File: config.mk
export PLATFORM = sky130hd
export DESIGN_NAME = ifetch_refill_flat
export DESIGN_NICKNAME = d
export VERILOG_FILES = /design/src/rtl/ifetch_refill_if.sv /design/src/rtl/ifetch_refill.sv /design/src/flat_wrapper.sv
export SDC_FILE = /design/constraint.sdc
export NUM_CORES = 1
export LEC_CHECK = 0
export CAP_MARGIN = 20
export CORE_UTILIZATION = 25
export CTS_CLUSTER_DIAMETER = 60
export DETAILED_ROUTE_END_ITERATION = 7
export PLACE_DENSITY = 0.56
export SETUP_SLACK_MARGIN = 0.4
export SYNTH_ARGS = -nofsm -noshare
export SYNTH_HDL_FRONTEND = slang
export SYNTH_SLANG_ARGS = --single-unit
File: constraint.sdc
create_clock -name clk -period 1.9 [get_ports clk]
set_clock_uncertainty 0.15 [all_clocks]
set_input_delay 0.38 -clock clk [delete_from_list [all_inputs] [get_ports clk]]
set_output_delay 0.38 -clock clk [all_outputs]
set_load 0.02 [all_outputs]
File: src/rtl/ifetch_refill_if.sv
// Fetch-side bundle of ifetch_refill: core fetch port, instruction-cache port and
// arbiter/memory port. master = the refill engine, slave = its surroundings.
interface ifetch_refill_if #(
  parameter int WIDTH = 8
);
  logic [WIDTH-1:0] pc_in;
  logic             pc_valid;
  logic             stall;
  logic [31:0]      instr_out;
  logic             instr_valid;
  logic             fetch_err;

  logic [WIDTH-1:0] cache_adr;
  logic [31:0]      cache_instr;
  logic             cache_hit;
  logic [31:0]      cache_wdata;
  logic             cache_wen;

  logic             mem_req;
  logic [WIDTH-1:0] mem_adr;
  logic             mem_gnt;
  logic             mem_rvalid;
  logic [31:0]      mem_rdata;

  logic [15:0]      hit_count;
  logic [15:0]      miss_count;

  modport master (
    input  pc_in, pc_valid, cache_instr, cache_hit, mem_gnt, mem_rvalid, mem_rdata,
    output stall, instr_out, instr_valid, fetch_err, cache_adr, cache_wdata, cache_wen,
           mem_req, mem_adr, hit_count, miss_count
  );

  modport slave (
    output pc_in, pc_valid, cache_instr, cache_hit, mem_gnt, mem_rvalid, mem_rdata,
    input  stall, instr_out, instr_valid, fetch_err, cache_adr, cache_wdata, cache_wen,
           mem_req, mem_adr, hit_count, miss_count
  );
endinterface

File: src/rtl/ifetch_refill.sv
// Instruction-fetch miss handler: cache lookup, refill from shared memory, retry.
// Define IFETCH_PERF_CNT_EN to build the saturating hit/miss performance counters.
module ifetch_refill #(
  parameter int          WIDTH       = 8,
  parameter int          CACHE_LAT   = 2,
  parameter int          MEM_TIMEOUT = 64,
  parameter logic [31:0] NOP_WORD    = 32'h20000000
) (
  input  logic            clk,
  input  logic            rst_n,
  ifetch_refill_if.master bus
);

  localparam int LW = (CACHE_LAT > 0) ? $clog2(CACHE_LAT + 1) : 1;
  localparam int TW = (MEM_TIMEOUT > 1) ? $clog2(MEM_TIMEOUT) : 1;

  typedef enum logic [2:0] {
    S_IDLE,
    S_LOOKUP,
    S_REQ,
    S_WAIT,
    S_FILL
  } state_t;

  state_t           state_q, state_d;
  logic [WIDTH-1:0] addr_q, addr_d;
  logic [LW-1:0]    lat_q, lat_d;
  logic [TW-1:0]    tmo_q, tmo_d;
  logic [31:0]      data_q, data_d;
  logic [1:0]       fills_q, fills_d;
  logic [31:0]      instr_q, instr_d;
  logic             ivalid_q, ivalid_d;
  logic             err_q, err_d;

  logic lookup_done;
  logic first_hit;
  logic req_entry;

  assign lookup_done = (state_q == S_LOOKUP) && (lat_q == '0);
  assign first_hit   = lookup_done && bus.cache_hit && (fills_q == 2'd0);
  // After two fills that the cache never absorbed, the captured word is delivered directly.
  assign req_entry   = lookup_done && !bus.cache_hit && (fills_q != 2'd2);

  always_comb begin
    state_d  = state_q;
    addr_d   = addr_q;
    lat_d    = lat_q;
    tmo_d    = tmo_q;
    data_d   = data_q;
    fills_d  = fills_q;
    instr_d  = instr_q;
    ivalid_d = 1'b0;
    err_d    = 1'b0;

    case (state_q)
      S_IDLE: begin
        if (bus.pc_valid) begin
          addr_d  = bus.pc_in;
          lat_d   = LW'(CACHE_LAT);
          fills_d = 2'd0;
          state_d = S_LOOKUP;
        end
      end

      S_LOOKUP: begin
        if (lat_q != '0) begin
          lat_d = lat_q - LW'(1);
        end else if (bus.cache_hit) begin
          instr_d  = bus.cache_instr;
          ivalid_d = 1'b1;
          state_d  = S_IDLE;
        end else if (fills_q == 2'd2) begin
          instr_d  = data_q;
          ivalid_d = 1'b1;
          state_d  = S_IDLE;
        end else begin
          state_d = S_REQ;
        end
      end

      S_REQ: begin
        if (bus.mem_gnt) begin
          tmo_d   = '0;
          state_d = S_WAIT;
        end
      end

      S_WAIT: begin
        // A read return on the final timeout cycle still counts as a response.
        if (bus.mem_rvalid) begin
          data_d  = bus.mem_rdata;
          state_d = S_FILL;
        end else if (tmo_q == TW'(MEM_TIMEOUT - 1)) begin
          instr_d  = NOP_WORD;
          ivalid_d = 1'b1;
          err_d    = 1'b1;
          state_d  = S_IDLE;
        end else begin
          tmo_d = tmo_q + TW'(1);
        end
      end

      S_FILL: begin
        fills_d = fills_q + 2'd1;
        lat_d   = LW'(CACHE_LAT);
        state_d = S_LOOKUP;
      end

      default: state_d = S_IDLE;
    endcase
  end

  always_ff @(posedge clk or negedge rst_n) begin
    if (!rst_n) begin
      state_q  <= S_IDLE;
      addr_q   <= '0;
      lat_q    <= '0;
      tmo_q    <= '0;
      data_q   <= '0;
      fills_q  <= 2'd0;
      instr_q  <= NOP_WORD;
      ivalid_q <= 1'b0;
      err_q    <= 1'b0;
    end else begin
      state_q  <= state_d;
      addr_q   <= addr_d;
      lat_q    <= lat_d;
      tmo_q    <= tmo_d;
      data_q   <= data_d;
      fills_q  <= fills_d;
      instr_q  <= instr_d;
      ivalid_q <= ivalid_d;
      err_q    <= err_d;
    end
  end

  assign bus.stall       = (state_q != S_IDLE);
  assign bus.instr_out   = instr_q;
  assign bus.instr_valid = ivalid_q;
  assign bus.fetch_err   = err_q;
  assign bus.cache_adr   = addr_q;
  assign bus.cache_wdata = data_q;
  assign bus.cache_wen   = (state_q == S_FILL);
  assign bus.mem_req     = (state_q == S_REQ);
  assign bus.mem_adr     = {addr_q[WIDTH-1:2], 2'b00};

`ifdef IFETCH_PERF_CNT_EN
  logic [15:0] hit_cnt_q, hit_cnt_d;
  logic [15:0] miss_cnt_q, miss_cnt_d;

  always_comb begin
    hit_cnt_d  = hit_cnt_q;
    miss_cnt_d = miss_cnt_q;
    if (first_hit && (hit_cnt_q != 16'hFFFF)) begin
      hit_cnt_d = hit_cnt_q + 16'd1;
    end
    if (req_entry && (miss_cnt_q != 16'hFFFF)) begin
      miss_cnt_d = miss_cnt_q + 16'd1;
    end
  end

  always_ff @(posedge clk or negedge rst_n) begin
    if (!rst_n) begin
      hit_cnt_q  <= 16'd0;
      miss_cnt_q <= 16'd0;
    end else begin
      hit_cnt_q  <= hit_cnt_d;
      miss_cnt_q <= miss_cnt_d;
    end
  end

  assign bus.hit_count  = hit_cnt_q;
  assign bus.miss_count = miss_cnt_q;
`else
  logic unused_perf;
  assign unused_perf    = first_hit ^ req_entry;
  assign bus.hit_count  = 16'd0;
  assign bus.miss_count = 16'd0;
`endif

endmodule

File: src/flat_wrapper.sv
// flat-port wrapper written by rule: the top's interface ports become plain ports
module ifetch_refill_flat 
#(
  parameter int          WIDTH       = 8,
  parameter int          CACHE_LAT   = 2,
  parameter int          MEM_TIMEOUT = 64,
  parameter logic [31:0] NOP_WORD    = 32'h20000000
)
  (clk, rst_n, bus_pc_in, bus_pc_valid, bus_cache_instr, bus_cache_hit, bus_mem_gnt, bus_mem_rvalid, bus_mem_rdata, bus_stall, bus_instr_out, bus_instr_valid, bus_fetch_err, bus_cache_adr, bus_cache_wdata, bus_cache_wen, bus_mem_req, bus_mem_adr, bus_hit_count, bus_miss_count);
  ifetch_refill_if #(.WIDTH(WIDTH)) bus_i ();
  input  logic clk;
  input  logic rst_n;
  input wire logic [$bits(bus_i.pc_in)-1:0] bus_pc_in;
  input wire logic [$bits(bus_i.pc_valid)-1:0] bus_pc_valid;
  input wire logic [$bits(bus_i.cache_instr)-1:0] bus_cache_instr;
  input wire logic [$bits(bus_i.cache_hit)-1:0] bus_cache_hit;
  input wire logic [$bits(bus_i.mem_gnt)-1:0] bus_mem_gnt;
  input wire logic [$bits(bus_i.mem_rvalid)-1:0] bus_mem_rvalid;
  input wire logic [$bits(bus_i.mem_rdata)-1:0] bus_mem_rdata;
  output wire logic [$bits(bus_i.stall)-1:0] bus_stall;
  output wire logic [$bits(bus_i.instr_out)-1:0] bus_instr_out;
  output wire logic [$bits(bus_i.instr_valid)-1:0] bus_instr_valid;
  output wire logic [$bits(bus_i.fetch_err)-1:0] bus_fetch_err;
  output wire logic [$bits(bus_i.cache_adr)-1:0] bus_cache_adr;
  output wire logic [$bits(bus_i.cache_wdata)-1:0] bus_cache_wdata;
  output wire logic [$bits(bus_i.cache_wen)-1:0] bus_cache_wen;
  output wire logic [$bits(bus_i.mem_req)-1:0] bus_mem_req;
  output wire logic [$bits(bus_i.mem_adr)-1:0] bus_mem_adr;
  output wire logic [$bits(bus_i.hit_count)-1:0] bus_hit_count;
  output wire logic [$bits(bus_i.miss_count)-1:0] bus_miss_count;
  assign bus_i.pc_in = bus_pc_in;
  assign bus_i.pc_valid = bus_pc_valid;
  assign bus_i.cache_instr = bus_cache_instr;
  assign bus_i.cache_hit = bus_cache_hit;
  assign bus_i.mem_gnt = bus_mem_gnt;
  assign bus_i.mem_rvalid = bus_mem_rvalid;
  assign bus_i.mem_rdata = bus_mem_rdata;
  assign bus_stall = bus_i.stall;
  assign bus_instr_out = bus_i.instr_out;
  assign bus_instr_valid = bus_i.instr_valid;
  assign bus_fetch_err = bus_i.fetch_err;
  assign bus_cache_adr = bus_i.cache_adr;
  assign bus_cache_wdata = bus_i.cache_wdata;
  assign bus_cache_wen = bus_i.cache_wen;
  assign bus_mem_req = bus_i.mem_req;
  assign bus_mem_adr = bus_i.mem_adr;
  assign bus_hit_count = bus_i.hit_count;
  assign bus_miss_count = bus_i.miss_count;
  ifetch_refill #(.WIDTH(WIDTH), .CACHE_LAT(CACHE_LAT), .MEM_TIMEOUT(MEM_TIMEOUT), .NOP_WORD(NOP_WORD)) u_core (.clk(clk), .rst_n(rst_n), .bus(bus_i));
endmodule
==> out/results.txt, run 1 <==
GRT Overall Usage: 0.137
Sequential fraction of the synthesis area: 0.526
Post-DR wirelength/cell: 15.9 um
Htree depth: 3
# rows: 46
Die Wd: 131 um
Total CTS buffers: 9
DP Cell Count: 695
HPWL Detailed: 7630 um
Compound-Gate Fraction of Synth Area: 0.0991
#FFs+latches synth: 87
Leak: 3.26 nW
Mapped cell area: 4140 um^2
Core area: 16000 um^2
Number of port buffers: 160
RSZ-0062 raised after global routing: yes
Vias in the first global route: 3255
Worst endpoint required time: 1.37 ns
Dpl ws: -0.0677 ns
Ant diodes: 0
Fin util: 0.426
Outcome: finished, final reports clean
Final setup fails: 0
Syn_area_per_cell: 12.9 um^2
Worst-path clk slew: 0.06 ns
Crit path capture type: output pin
Setup ws final: 0.0711 ns
Clk sinks: 87
Starting Density: 0.259
Vias: 3167
Fmax achieved: 0.547 GHz
Iteration-0 DRC Markers: 105
Gpl congestion: 0.718
Pin count of the biggest net entering global routing: 88
Clk_lat worst skew: 0.34 ns
Worst Setup Start Kind: register
# IOs: 195
Die area: 17100 um^2
Total Wirelength: 11800 um
R2R Setup Slk: 0.10 ns
Post-Synth Adder-Cell Area: 0.00906
WS Path Type: register to output pin
CTS root buffer: clkbuf_16
First-pass GRT wire length: 17400 um
Worst Hold Class: register to register
Cells after synthesis: 321
P&R area growth vs syn: 64.7%
Nets: 605
Yosys warning total: 0
Fin area: 6820 um^2
CTS max path bufs: 2
Crit path time final: 1.83 ns
Initial antenna violation count: 0
Share of layout cells above drive strength 1: 0.500
Data arrival, critical path: 1.30 ns
Sum Neg Setup Slack: 0 ns
Post-synthesis mux area share: 0.196
Simple-Gate Fraction of Synth Area: 0.0547
Cell variety after synth: 41
CTS tree: yes
Final Hold Vio Count: 0
Max Cap Viol: 0
Overflow after GRT: 0
Largest family of logic cells by synthesized area: multiplexers
Crit Path Max Fanout: 4
Via/cell ratio: 4.26
Final antenna-violating net count: 0
Commonest non-fill, non-tap cell in the layout: dfrtp_1
Xor/xnor share of the synthesized area: 0.00211
Final instance count without filler cells: 744
Max-slew violations: 0
Placed Area: 6280 um^2
Final worst path period share: 0.963
Most frequent cells in the layout: dfrtp_1 (85), buf_2 (80), clkdlybuf4s50_1 (75)
Die height: 131 um
Fill cells: 1521
Drt drc: 0
DRT Pass-1 Iters: 4
Max VDD drop: 0.000715 V
Power Density: 1490 nW/um^2
[stage by stage]
step | hold WS, ns | total power, mW
2_1_floorplan | -0.0656 | 6.38
3_3_place_gp | 0.314 | 8.51
3_5_place_dp | 0.313 | 8.57
4_1_cts | 0.332 | 10.0
5_1_grt | 0.356 | 10.7
6_report | 0.332 | 10.1
[state kept, by name (all words and copies together) (netlist names)]
name,cells
u_core.bus.cache_wdata,32
u_core.bus.instr_out,32
u_core.bus.cache_adr,8
u_core.tmo_q,6
u_core.state_q,3
u_core.fills_q,2
u_core.lat_q,2
u_core.bus.fetch_err,1
u_core.bus.instr_valid,1
[kinds of logic (layout without fill, tap and decap cells)]
family | Yosys count | count (layout)
AOI/OAI and AO/OA | 50 | 50
xor gates and xnor gates | 1 | 1
adders and majority gates | 3 | 3
buffers and inverters | 66 | 239
DFF | 87 | 87
muxes | 76 | 76
other | 1 | 34
and+or+nand+nor | 37 | 38
[cells in the mapped netlist, drive strengths merged]
master | instances | area (um^2)
a211oi | 2 | 15.0
a21oi | 4 | 20.0
a31oi | 1 | 21.3
and2b | 1 | 8.76
and3 | 2 | 17.5
and4 | 1 | 8.76
buf | 54 | 419
clkbuf | 4 | 15.0
conb | 1 | 3.75
dfrtp | 86 | 2150
dfstp | 1 | 26.3
ha | 3 | 37.5
inv | 8 | 30.0
mux2 | 41 | 462
mux2i | 35 | 350
nand2 | 12 | 45.0
nand2b | 1 | 6.26
nand3 | 3 | 20.0
nand4bb | 1 | 16.3
nor2 | 9 | 50.1
nor2b | 2 | 12.5
nor3b | 1 | 7.51
o211ai | 1 | 7.51
o21ai | 6 | 30.0
o22a | 1 | 8.76
o22ai | 1 | 6.26
o2bb2ai | 31 | 278
o311ai | 1 | 8.76
o31ai | 2 | 15.0
or3 | 3 | 23.8
or4b | 1 | 10.0
xnor2 | 1 | 8.76
[final cells by class]
type,count,area (um^2),area share
clock buffer,12,267,0.0391
clock inverter,3,17.5,0.00257
inverter,8,30.0,0.00440
multi-input combinational,202,2150,0.316
sequential,87,2180,0.320
tap,216,270,0.0396
timing repair buffer,216,1900,0.279
[critical path: stages, from the launching register on]
cell	delay [ns]
dfrtp_1	0.41
or3_4	0.41
buf_6	0.14
[power breakdown]
part	switching, mW	internal [mW]	total [mW]
Sequential	0.618	2.66	3.28
Combinational	2.51	2.64	5.15
Clock	0.723	0.982	1.71
Total	3.86	6.28	10.1
[per-layer routing]
| layer | vias to the layer above | share of wire | track usage | routed length [um] |
|---|---|---|---|---|
| li1 | 1484 | - | - | - |
| met1 | 1525 | 0.42 | 0.157 | 5010 |
| met2 | 143 | 0.48 | 0.233 | 5660 |
| met3 | 15 | 0.081 | 0.0440 | 952 |
| met4 | 0 | 0.017 | 0.0602 | 196 |
| met5 | - | 0 | 0 | 0 |
[worst paths after layout]
kind	startpoint	end	cells after the start
setup / recovery	u_core.state_q[0]	bus_stall	2
min in group asynchronous	rst_n	u_core.bus.cache_wdata[26]	3
hold reg to reg	u_core.bus.instr_out[29]	u_core.bus.instr_out[29]	2
setup reg to reg	u_core.state_q[2]	u_core.bus.cache_wdata[29]	6
hold / removal	u_core.bus.instr_out[29]	u_core.bus.instr_out[29]	2
max in group asynchronous	rst_n	u_core.state_q[1]	3
[repair_timing]
action | in CTS | in global routing
resized for setup | 365 | 32
hold buffers | 1 | 0
hold endpoints to repair | 86 | 0
cloned | 5 | 2
setup endpoints to repair | 167 | 91
setup buffers | 22 | 4
pin swaps | 17 | 13
Note: power is estimated with default switching activity, not from simulation.
==> inputs of run 2 (changes only) <==
- PLACE_DENSITY: 0.56 -> not set
- PLACE_DENSITY_LB_ADDON: not set -> 0.15
==> run 2 against run 1 <==
Worst hold slack gained 0.0018 ns. Sequential share of layout area fell by 1.6 points. Non-clock buffer count increased by 9. Critical endpoint unchanged. Largest cell class is now multi-input gates.
==> out/results.txt, run 2 (synthesis gave the netlist of run 1 again) <==
Total Wirelength: 12300 um
Nets: 614
First-pass GRT wire length: 18400 um
Crit path time final: 1.86 ns
Fin util: 0.449
Dpl ws: -0.100 ns
Clk sinks: 87
Final instance count without filler cells: 754
Via/cell ratio: 4.30
Slowest cell on the critical path: dfrtp_1
GRT Overall Usage: 0.145
Worst-path clk slew: 0.06 ns
WS Path Type: register to output pin
Placed Area: 6260 um^2
Total CTS buffers: 9
RSZ-0062 raised after global routing: yes
Outcome: finished, final reports clean
Starting Density: 0.259
Htree depth: 3
Final antenna-violating net count: 0
CTS root buffer: clkbuf_16
Vias in the first global route: 3443
# IOs: 195
Final setup fails: 0
HPWL Detailed: 7450 um
Slowest stage delay, CP: 0.42 ns
Initial antenna violation count: 0
DP Cell Count: 692
Post-DR wirelength/cell: 16.3 um
Most frequent cells in the layout: dfrtp_1 (84), buf_2 (80), clkdlybuf4s50_1 (75)
Drt drc: 0
Die area: 17100 um^2
Fin area: 7190 um^2
CTS max path bufs: 2
Overflow after GRT: 0
Max Cap Viol: 0
Iteration-0 DRC Markers: 120
Crit Path Max Fanout: 3
Fmax achieved: 0.538 GHz
Final Total Pwr: 10.8 mW
Final Hold Vio Count: 0
P&R area growth vs syn: 73.5%
Worst endpoint required time: 1.37 ns
Clk_lat worst skew: 0.35 ns
Commonest non-fill, non-tap cell in the layout: dfrtp_1
Ant diodes: 0
Core area: 16000 um^2
Setup ws final: 0.0406 ns
DRT Pass-1 Iters: 3
# rows: 46
Final worst path period share: 0.979
Vias: 3239
Die Wd: 131 um
Data arrival, critical path: 1.33 ns
Pin count of the biggest net entering global routing: 88
Share of layout cells above drive strength 1: 0.515
Number of port buffers: 160
Leak: 3.43 nW
Max-slew violations: 0
Worst Hold Class: register to register
Worst path cell trace: or3_4 > buf_6
Max VDD drop: 0.000705 V
Die height: 131 um
Gpl congestion: 0.732
Power Density: 1500 nW/um^2
Worst Setup Start Kind: register
Crit path capture type: output pin
CTS tree: yes
[run 2: cell types whose count changed in the layout (fill, tap and decap cells not counted), moves of 8 or more]
| cell | previous run | this run |
|---|---|---|
| o2bb2ai_4 | 6 | 18 |
| mux2_2 | 8 | 0 |
| mux2_4 | 33 | 41 |
| o2bb2ai_2 | 25 | 13 |
| buf_6 | 17 | 25 |
[run 2: final timing paths]
kind,startpoint,endpoint,slack (ns),cells after the start
worst min register to register,u_core.bus.instr_out[29],u_core.bus.instr_out[29],0.33,2
min in group asynchronous,rst_n,u_core.bus.cache_wdata[21],0.45,3
worst max register to register,u_core.state_q[1],u_core.state_q[1],0.07,7
worst max-delay path,u_core.state_q[2],bus_stall,0.04,2
worst min-delay path,u_core.bus.instr_out[29],u_core.bus.instr_out[29],0.33,2
max in group asynchronous,rst_n,u_core.bus.instr_out[29],0.73,3
[run 2: what timing repair did]
action | CTS | global route
endpoints found under the hold margin | 86 | 0
pin swaps | 12 | 18
endpoints found under the setup margin | 167 | 90
hold buffers | 1 | 0
gates cloned | 6 | 3
gates resized for setup | 378 | 53
setup buffers | 28 | 8
[run 2: through the flow]
step	setup TNS, ns	hold slack [ns]
floorplan	0	-0.0656
global placement	-1.58	0.313
detailed placement	-3.50	0.316
CTS	0	0.335
global route	-0.00445	0.358
finish	0	0.334
[run 2: final cells by class]
type                       instances  area [um^2]
tap                              216          270
multi-input combinational        202         2360
inverter                           8         35.0
timing repair buffer             225         2060
clock inverter                     3         17.5
sequential                        87         2180
clock buffer                      13          260
fill                            1476         8810
[run 2: per-layer routing]
| metal | track usage | wire [um] | vias to the layer above |
|---|---|---|---|
| met5 | 0 | 0 | - |
| met4 | 0.0642 | 211 | 0 |
| met3 | 0.0411 | 852 | 12 |
| met2 | 0.233 | 5730 | 132 |
| met1 | 0.181 | 5480 | 1593 |
| li1 | - | - | 1502 |
[run 2: worst max-delay path: cells and delay by family (launching register included)]
family                 cells  cell delay [ns]
DFF                        1             0.42
and+or+nand+nor            1             0.42
buffers and inverters      1             0.14
[run 2: power by group]
part / internal (mW) / switching, mW
combinational: 3.10 / 2.68
sequential: 2.66 / 0.654
clock: 0.955 / 0.747
==> inputs of run 3 (changes only) <==
- CTS_BUF_LIST: not set -> sky130_fd_sc_hd__clkbuf_4
- GPL_TIMING_DRIVEN: not set -> 0
==> run 3 against run 2 <==
The run now ends with setup timing left. First-iteration DRC count decreased by 57%. Sequential power decreased by 2%. Critical endpoint is now u_core.bus.cache_adr[7]. Global-route usage increased by 1.3 points. Power increased by 15%. Combinational power increased by 40%. Largest cell class is now non-clock buffers.
==> out/results.txt, run 3 (synthesis gave the netlist of run 1 again) <==
Core area: 16000 um^2
Reg area: 2180 um^2
RSZ-0062 raised after global routing: yes
Final instance count without filler cells: 876
Number of port buffers: 159
Setup ws final: -0.217 ns
Power Density: 1490 nW/um^2
Final worst path period share: 1.11
Nets: 736
Worst endpoint required time: 2.10 ns
Via/cell ratio: 4.18
Worst slew margin: 0.450
Final Hold Vio Count: 0
Die Wd: 131 um
Share of layout cells above drive strength 1: 0.577
GRT Overall Usage: 0.158
Slowest cell on the critical path: dfrtp_1
Fmax achieved: 0.472 GHz
Crit path capture type: register
DP Cell Count: 730
Final antenna-violating net count: 0
Data arrival, critical path: 2.32 ns
Die height: 131 um
Final setup fails: 59
Pin count of the biggest net entering global routing: 49
Crit Path Max Fanout: 5
Worst-path clk slew: 0.14 ns
DRT Pass-1 Iters: 4
Crit path buf inv count: 5
HPWL Detailed: 8340 um
Most common cell on crit path: buf_6
Worst-Margin Slew: 0.825 ns
Hold_ws: 0.266 ns
Gpl congestion: 0.738
Starting Density: 0.259
CTS max path bufs: 2
Fill cells: 1435
CTS root buffer: clkbuf_4
Vias in the first global route: 3825
Total Wirelength: 13400 um
Clk_lat worst skew: 0.45 ns
Overflow after GRT: 0
Footprint of the multi-input gates: 2160 um^2
Drt drc: 0
Dpl ws: -0.339 ns
Most frequent cells in the layout: buf_6 (122), buf_4 (122), dfrtp_1 (86)
Max Cap Viol: 0
First-pass GRT wire length: 20100 um
Die area: 17100 um^2
Outcome: finished with violations
Ant diodes: 0
Vias: 3660
Worst r2r src: u_core.state_q[0]
# rows: 46
Post-DR wirelength/cell: 15.3 um
Iteration-0 DRC Markers: 52
Slowest stage delay, CP: 0.43 ns
WS Path Type: register to register
Worst path cell trace: buf_6 > or3_4 > buf_4 > buf_6 > buf_6 > nor2_8 > buf_6 > mux2_4
Crit path from: u_core.state_q[0]
Max-slew violations: 0
Clk sinks: 87
Hold Crit Start: bus_cache_hit
Htree depth: 3
P&R area growth vs syn: 101%
CTS tree: yes
Sum Neg Setup Slack: -5.51 ns
Failing checks: setup timing
Max VDD drop: 0.000813 V
Total CTS buffers: 9
Cell family with most CP delay: buffers and inverters
Initial antenna violation count: 0
# IOs: 195
Worst Setup Start Kind: register
Crit path time final: 2.12 ns
Worst Hold Class: input port to register
Leak: 4.08 nW
## run 3: cell types whose count changed in the layout (fill, tap and decap cells not counted), moves of 10 or more
cell       delta
buf_2        -79
buf_4        +96
clkbuf_4     +10
o2bb2ai_4    -11
clkbuf_16    -12
buf_6        +97
o2bb2ai_2    +11
## run 3: final timing paths
| check | end | slack [ns] | cells past startpoint |
|---|---|---|---|
| worst max-delay path | u_core.bus.cache_adr[7] | -0.22 | 8 |
| worst min-delay path | u_core.bus.instr_out[14] | 0.27 | 3 |
| worst max register to register | u_core.bus.cache_adr[7] | -0.22 | 8 |
| worst min register to register | u_core.bus.instr_out[29] | 0.35 | 2 |
| max in group asynchronous | u_core.bus.instr_out[10] | 0.66 | 3 |
| min in group asynchronous | u_core.bus.cache_wdata[21] | 0.29 | 2 |
## run 3: per-layer routing
metal / up-vias / wire length [um] / global-route usage
met4: 0 / 255 / 0.0696
met2: 139 / 6580 / 0.266
li1: 1739 / - / -
met3: 20 / 992 / 0.0448
met5: - / 0 / 0
met1: 1762 / 5550 / 0.189
## run 3: final cells by class
cell class / instances / area share
timing repair buffer: 290 / 0.361
sequential: 87 / 0.261
multi-input combinational: 201 / 0.259
buffer: 58 / 0.0681
tap: 216 / 0.0324
clock buffer: 10 / 0.00900
clock inverter: 6 / 0.00615
inverter: 8 / 0.00360
## run 3: repair_timing
| action | CTS | global route |
|---|---|---|
| cloned | 6 | 0 |
| hold buffers | 1 | 0 |
| gates resized for setup | 554 | 37 |
| endpoints found under the hold margin | 38 | 0 |
| setup endpoints to repair | 166 | 168 |
| setup buffers | 93 | 30 |
| pin swaps | 12 | 9 |
## run 3: tightest hold or removal path, stage by stage
cell	delay [ns]
buf_2	0.18
mux2i_1	0.16
o2bb2ai_2	0.13
## run 3: through the flow
stage | total power, mW | cell area (um^2) | utilization
global route | 13.1 | 8340 | 0.521
CTS | 11.7 | 7900 | 0.494
finish | 12.4 | 8340 | 0.521
global placement | 8.58 | 6510 | 0.407
floorplan | 6.38 | 4650 | -
detailed placement | 8.67 | 6540 | 0.409
## run 3: power by group
part	internal [mW]	total (mW)	switching [mW]
sequential	2.65	3.27	0.623
combinational	4.96	8.07	3.11
clock	0.400	1.05	0.653
